[src/rtl/arm_pkg.sv]
// Shared definitions for the fetch front end.
// Contents:
//   if_state_t       - fetch controller state encoding (FETCH, DRAIN, STALL)
//   RESET_PC_DEFAULT - default first fetch address after reset
//   BUBBLE_WORD      - instruction word presented to decode for a bubble
//   next_addr()      - modulo-2^32 address increment
package arm_pkg;

   typedef enum logic [1:0] {
      FETCH = 2'd0,
      DRAIN = 2'd1,
      STALL = 2'd2
   } if_state_t;

   localparam logic [31:0] RESET_PC_DEFAULT = 32'h0000_0000;
   localparam logic [31:0] BUBBLE_WORD      = 32'h0000_0000;

   // Address arithmetic wraps naturally at 2^32.
   function automatic logic [31:0] next_addr(input logic [31:0] addr,
                                             input logic [31:0] step);
      next_addr = addr + step;
   endfunction

endpackage

[src/rtl/if_id_reg.sv]
// IF/ID pipeline output register.
// Ports:
//   clk, rst             - clock, asynchronous active-high reset
//   load                 - capture pc_in/instr_in and mark valid
//   clear                - insert a bubble (has priority over load)
//   pc_in, instr_in      - values to capture on load
//   pc_out, instruction  - registered values to decode
//   valid                - registered live-instruction flag
// With neither load nor clear asserted, all outputs hold.
module if_id_reg
   import arm_pkg::*;
(
   input  logic        clk,
   input  logic        rst,
   input  logic        load,
   input  logic        clear,
   input  logic [31:0] pc_in,
   input  logic [31:0] instr_in,
   output logic [31:0] pc_out,
   output logic [31:0] instruction,
   output logic        valid
);

   // Output register: clear beats load; pc_out is left alone on a bubble.
   always_ff @(posedge clk or posedge rst) begin
      if (rst) begin
         pc_out      <= 32'h0000_0000;
         instruction <= 32'h0000_0000;
         valid       <= 1'b0;
      end else if (clear) begin
         instruction <= BUBBLE_WORD;
         valid       <= 1'b0;
      end else if (load) begin
         pc_out      <= pc_in;
         instruction <= instr_in;
         valid       <= 1'b1;
      end
   end

endmodule

[src/rtl/if_stage.sv]
// Instruction fetch stage: PC sequencing, instruction-memory handshake,
// stall parking and branch redirect.
// Ports:
//   clk, rst                 - clock, asynchronous active-high reset
//   freeze                   - decode hazard stall, hold IF/ID outputs
//   branch_taken/branch_addr - redirect from execute
//   imem_req/imem_addr       - request to instruction memory
//   imem_ack/imem_rdata      - one-cycle response strobe and data
//   pc_out/instruction/valid - registered IF/ID outputs to decode
module if_stage
   import arm_pkg::*;
#(
   parameter logic [31:0] RESET_PC = RESET_PC_DEFAULT,
   parameter logic [31:0] PC_STEP  = 32'd4
) (
   input  logic        clk,
   input  logic        rst,
   input  logic        freeze,
   input  logic        branch_taken,
   input  logic [31:0] branch_addr,
   output logic        imem_req,
   output logic [31:0] imem_addr,
   input  logic        imem_ack,
   input  logic [31:0] imem_rdata,
   output logic [31:0] pc_out,
   output logic [31:0] instruction,
   output logic        valid
);

   if_state_t   state_r, state_s;
   logic [31:0] pc_r, pc_s;
   logic [31:0] req_addr_r, req_addr_s;
   logic [31:0] pend_buf_r, pend_buf_s;
   logic [31:0] step_addr_s;
   logic        out_load_s, out_clear_s;
   logic [31:0] out_instr_s;

   assign step_addr_s = next_addr(req_addr_r, PC_STEP);
   assign imem_addr   = req_addr_r;
   // Gated by rst so no request is presented while reset is held.
   assign imem_req    = (state_r != STALL) && !rst;

   // State, PC, request address and parked word registers.
   always_ff @(posedge clk or posedge rst) begin
      if (rst) begin
         state_r    <= FETCH;
         pc_r       <= RESET_PC;
         req_addr_r <= RESET_PC;
         pend_buf_r <= 32'h0000_0000;
      end else begin
         state_r    <= state_s;
         pc_r       <= pc_s;
         req_addr_r <= req_addr_s;
         pend_buf_r <= pend_buf_s;
      end
   end

   // Next-state, next-PC and IF/ID control decode.
   always_comb begin
      state_s     = state_r;
      pc_s        = pc_r;
      req_addr_s  = req_addr_r;
      pend_buf_s  = pend_buf_r;
      out_load_s  = 1'b0;
      out_clear_s = 1'b0;
      out_instr_s = imem_rdata;
      case (state_r)
         FETCH: begin
            if (branch_taken) begin
               out_clear_s = 1'b1;
               pc_s        = branch_addr;
               pend_buf_s  = BUBBLE_WORD;
               if (imem_ack) begin
                  req_addr_s = branch_addr;
                  state_s    = FETCH;
               end else begin
                  // Old request must complete before the redirect is issued.
                  state_s = DRAIN;
               end
            end else if (imem_ack) begin
               if (freeze) begin
                  pend_buf_s = imem_rdata;
                  state_s    = STALL;
               end else begin
                  out_load_s = 1'b1;
                  pc_s       = step_addr_s;
                  req_addr_s = step_addr_s;
               end
            end else begin
               out_clear_s = !freeze;
            end
         end
         DRAIN: begin
            if (branch_taken) begin
               out_clear_s = 1'b1;
               pc_s        = branch_addr;
            end else begin
               out_clear_s = !freeze;
            end
            if (imem_ack) begin
               // Stale data is dropped; fetch resumes at the latest target.
               req_addr_s = branch_taken ? branch_addr : pc_r;
               state_s    = FETCH;
            end else begin
               state_s = DRAIN;
            end
         end
         STALL: begin
            if (branch_taken) begin
               out_clear_s = 1'b1;
               pc_s        = branch_addr;
               req_addr_s  = branch_addr;
               pend_buf_s  = BUBBLE_WORD;
               state_s     = FETCH;
            end else if (!freeze) begin
               out_load_s  = 1'b1;
               out_instr_s = pend_buf_r;
               pc_s        = step_addr_s;
               req_addr_s  = step_addr_s;
               state_s     = FETCH;
            end else begin
               state_s = STALL;
            end
         end
         default: begin
            state_s = FETCH;
         end
      endcase
   end

   if_id_reg u_if_id_reg (
      .clk         (clk),
      .rst         (rst),
      .load        (out_load_s),
      .clear       (out_clear_s),
      .pc_in       (step_addr_s),
      .instr_in    (out_instr_s),
      .pc_out      (pc_out),
      .instruction (instruction),
      .valid       (valid)
   );

endmodule

[config.mk]
export PLATFORM = sky130hd
export DESIGN_NAME = if_stage
export DESIGN_NICKNAME = d
export VERILOG_FILES = /design/src/rtl/arm_pkg.sv /design/src/rtl/if_id_reg.sv /design/src/rtl/if_stage.sv
export SDC_FILE = /design/constraint.sdc
export NUM_CORES = 1
export LEC_CHECK = 0
export BUFFER_PORTS_ARGS = -buffer_cell sky130_fd_sc_hd__buf_2
export CORE_MARGIN = 5
export CORE_UTILIZATION = 40
export CTS_CLUSTER_DIAMETER = 50
export DETAILED_ROUTE_END_ITERATION = 16
export RECOVER_POWER = 50
export SYNTH_ARGS = -nofsm -noshare
export SYNTH_HDL_FRONTEND = slang
export SYNTH_SLANG_ARGS = --single-unit
[constraint.sdc]
create_clock -name clk -period 5.3 [get_ports clk]
set_input_delay 0.265 -clock clk [delete_from_list [all_inputs] [get_ports clk]]
set_output_delay 0.265 -clock clk [all_outputs]
set_load 0.05 [all_outputs]
==> reports/summary.txt <==
Fillers: 1907
Via count: 6663
Final WL: 22.2 mm
Synthesized area: 7870 sq um
I/O pin cnt: 167
Gr usage total: 20.1%
Register area share after synthesis: 51.8%
Placed cells: 1195
Critical path class: reg -> reg
Final min period: 3220 ps
EDFF count, synth: 0
Setup-failing EPs final: 0
Fin cells: 1226
Hold Crit Class: in -> reg
FMAX: 310 MHz
Number of I/O port buffers: 166
Synth top area share: 51.8%
Setup tns final: 0 ps
Largest family of logic cells by synthesized area: compound AO/OA/AOI/OAI gates
Leak Pwr: 0.00397 uW
Finished Cell Area: 9410 sq um
Startpoint type of the worst setup path: register
GRT overflow: 0
HPWL after DPL: 14.5 mm
Fraction of layout cells with a size suffix above 1: 13.4%
Worst Hold Path Cells: 2
Worst-margin pin slew: 1230 ps
Mux contribution to synthesized area: 4.07%
RR Startpoint: state_r[1]
Worst r2r dst: pc_r[15]
CP arrival: 3560 ps
Final Max Tran Viols: 0
Rows: 51
Hold bufs inserted after CTS: 0
Total clock sinks: 163
Area of the multi-input gates: 3480 sq um
Vias in the first global route: 6447
Post-place setup slack: 2010 ps
ANT nets after route: 0
Status: finished clean
Average size of a mapped cell: 9.62 sq um
Max_slew headroom: 17.6%
Final Hold Viols: 0
Clk pin slew, worst setup/hold paths: 60 ps
Final WS setup: 2080 ps
CTS Buffer Depth: 2
Critical path required time: 5640 ps
Yosys cell types: 55
Dpl cell area: 8860 sq um
Post-synthesis simple-gate area fraction: 15.7%
Post-Synthesis Cells: 818
Xor-xnor portion of the synthesized cell area: 2.89%
Maxcap violations: 0
Warnings from Yosys: 0
Synth top cells by count: dfrtp_1, nand2_1, o21ai_0
Largest net degree at the start of global routing: 109
Top FF cell, synth: dfrtp_1
Die area: 22600 sq um
Pwr/cell area: 436 nW/um^2
Crit path max fanout: 18
Fraction of registers with async set/reset: 100%
Initial antenna violation count: 0
Area leader, netlist: dfrtp_1
Core area: 19400 sq um
DR vias/cell: 5.43
DRC violations left: 0
CP endpoint kind: register
Most common cell in the netlist: dfrtp_1
First-pass GRT wire length: 35.7 mm
TritonCTS clock tree: built
Die height: 150 um
Latest clock arrival within the worst-skew pair: 420 ps
Setup Skew: 9.83 ps
Compound-Gate Fraction of Synth Area: 21.1%
Final worst path period share: 60.8%
R2R Setup Slk: 2080 ps
Routability cong.: 0.788
Adder-cell area share of the yosys netlist: 0.159%
Ranking of synthesized cells by area: dfrtp_1, o21ai_0, nand2_1
Inserted Diodes: 0
Total chip power: 4100 uW
Syn Nets: 888
Die width: 150 um
Cts bufs inserted: 17
R2R depth: 5
Post-CTS sizing: 0
Clock Root Buffer: clkbuf_16
Layout area overhead: 19.6%
Initial Utilization: 40.6%
Detailed-routing iteration count for the pre-antenna-repair pass: 5
Register area: 4080 sq um
RSZ-0062 raised after global routing: false
H-tree levels: 4
Hold Path Sink: pend_buf_r[0]
Critical hold path startpoint: imem_rdata[0]
Worst vdd ir: 0.225 mV
Drt wl/cell: 18.1 um
Setup bufs post-CTS: 0
Yosys reg bits: 163
Net count, final: 1019
First DRT Iteration DRCs: 358
[power breakdown]
| group | switching [uW] | internal, uW |
|---|---|---|
| clock network | 513 | 898 |
| logic | 821 | 245 |
| registers | 196 | 1430 |
| total | 1530 | 2580 |
[critical path: stages (launching register included)]
cell      delay, ps
dfrtp_1         640
nand2b_1        680
nand2_1         430
nor2_1         1060
nand2_1         170
o211ai_1        160
[metal layers]
layer	part of all wire, %	vias up	GRT usage (%)
met5	0	-	0
met4	0.93	0	4.85
met3	5.6	15	4.49
met2	47	195	31.4
met1	47	3240	28.6
li1	-	3213	-
[how the worst max path moves through the flow]
stage | from | endpoint | slack (ps) | cells after the start
after floorplan | rst | imem_addr[0] | 630 | 1
after global placement | state_r[1] | u_if_id_reg.pc_out[19] | 2140 | 5
after detailed placement | state_r[1] | u_if_id_reg.pc_out[19] | 2010 | 5
after CTS | state_r[1] | pc_r[15] | 2000 | 5
after global routing | state_r[1] | u_if_id_reg.pc_out[19] | 1770 | 5
final | state_r[1] | pc_r[15] | 2080 | 5
[per-stage QoR]
| step | hold slack, ps | util (%) |
|---|---|---|
| finish | 80.6 | 48.5 |
| global route | 57.6 | 48.5 |
| CTS | 57.6 | 49.1 |
| detailed placement | 462 | 45.7 |
| global placement | 456 | 45.7 |
| floorplan | 336 | - |
[state kept, by name (all words and copies together) (netlist names)]
register and flops:
pc_r 32, state_r 2, u_if_id_reg.pc_out 32, u_if_id_reg.instruction 32, imem_addr 32, pend_buf_r 32, u_if_id_reg.valid 1
[kinds of logic (layout without fill, tap and decap cells)]
family                     count (synthesis)  count (layout)
and+or+nand+nor                          258             258
buffers and inverters                     77             220
AOI/OAI and AO/OA                        261             261
muxes                                     32              32
DFF                                      163             163
xor gates and xnor gates                  26              26
adders and majority gates                  1               1
[area by class of cell]
type / instances / share of cell area [%]
repair buffers: 178 / 8.48
flip-flops and latches: 163 / 43.4
clock buffers: 19 / 4.71
well taps: 265 / 3.52
inverters: 11 / 0.492
clock inverters: 12 / 2.42
multi-input cells: 578 / 37.0
[cells in the final DEF (no fill, tap or decap), drive strengths merged, types with 10 or more instances in the layout]
cell      n
dfrtp   163
nand2   131
o21ai   120
clkbuf  117
buf      80
nor2     37
mux2i    32
a21oi    31
a22o     31
nand3    20
nor3     20
xor2     16
a22oi    15
nand4    14
and3     13
inv      13
xnor2    10
No activity file was read; power rests on OpenSTA's default activity.
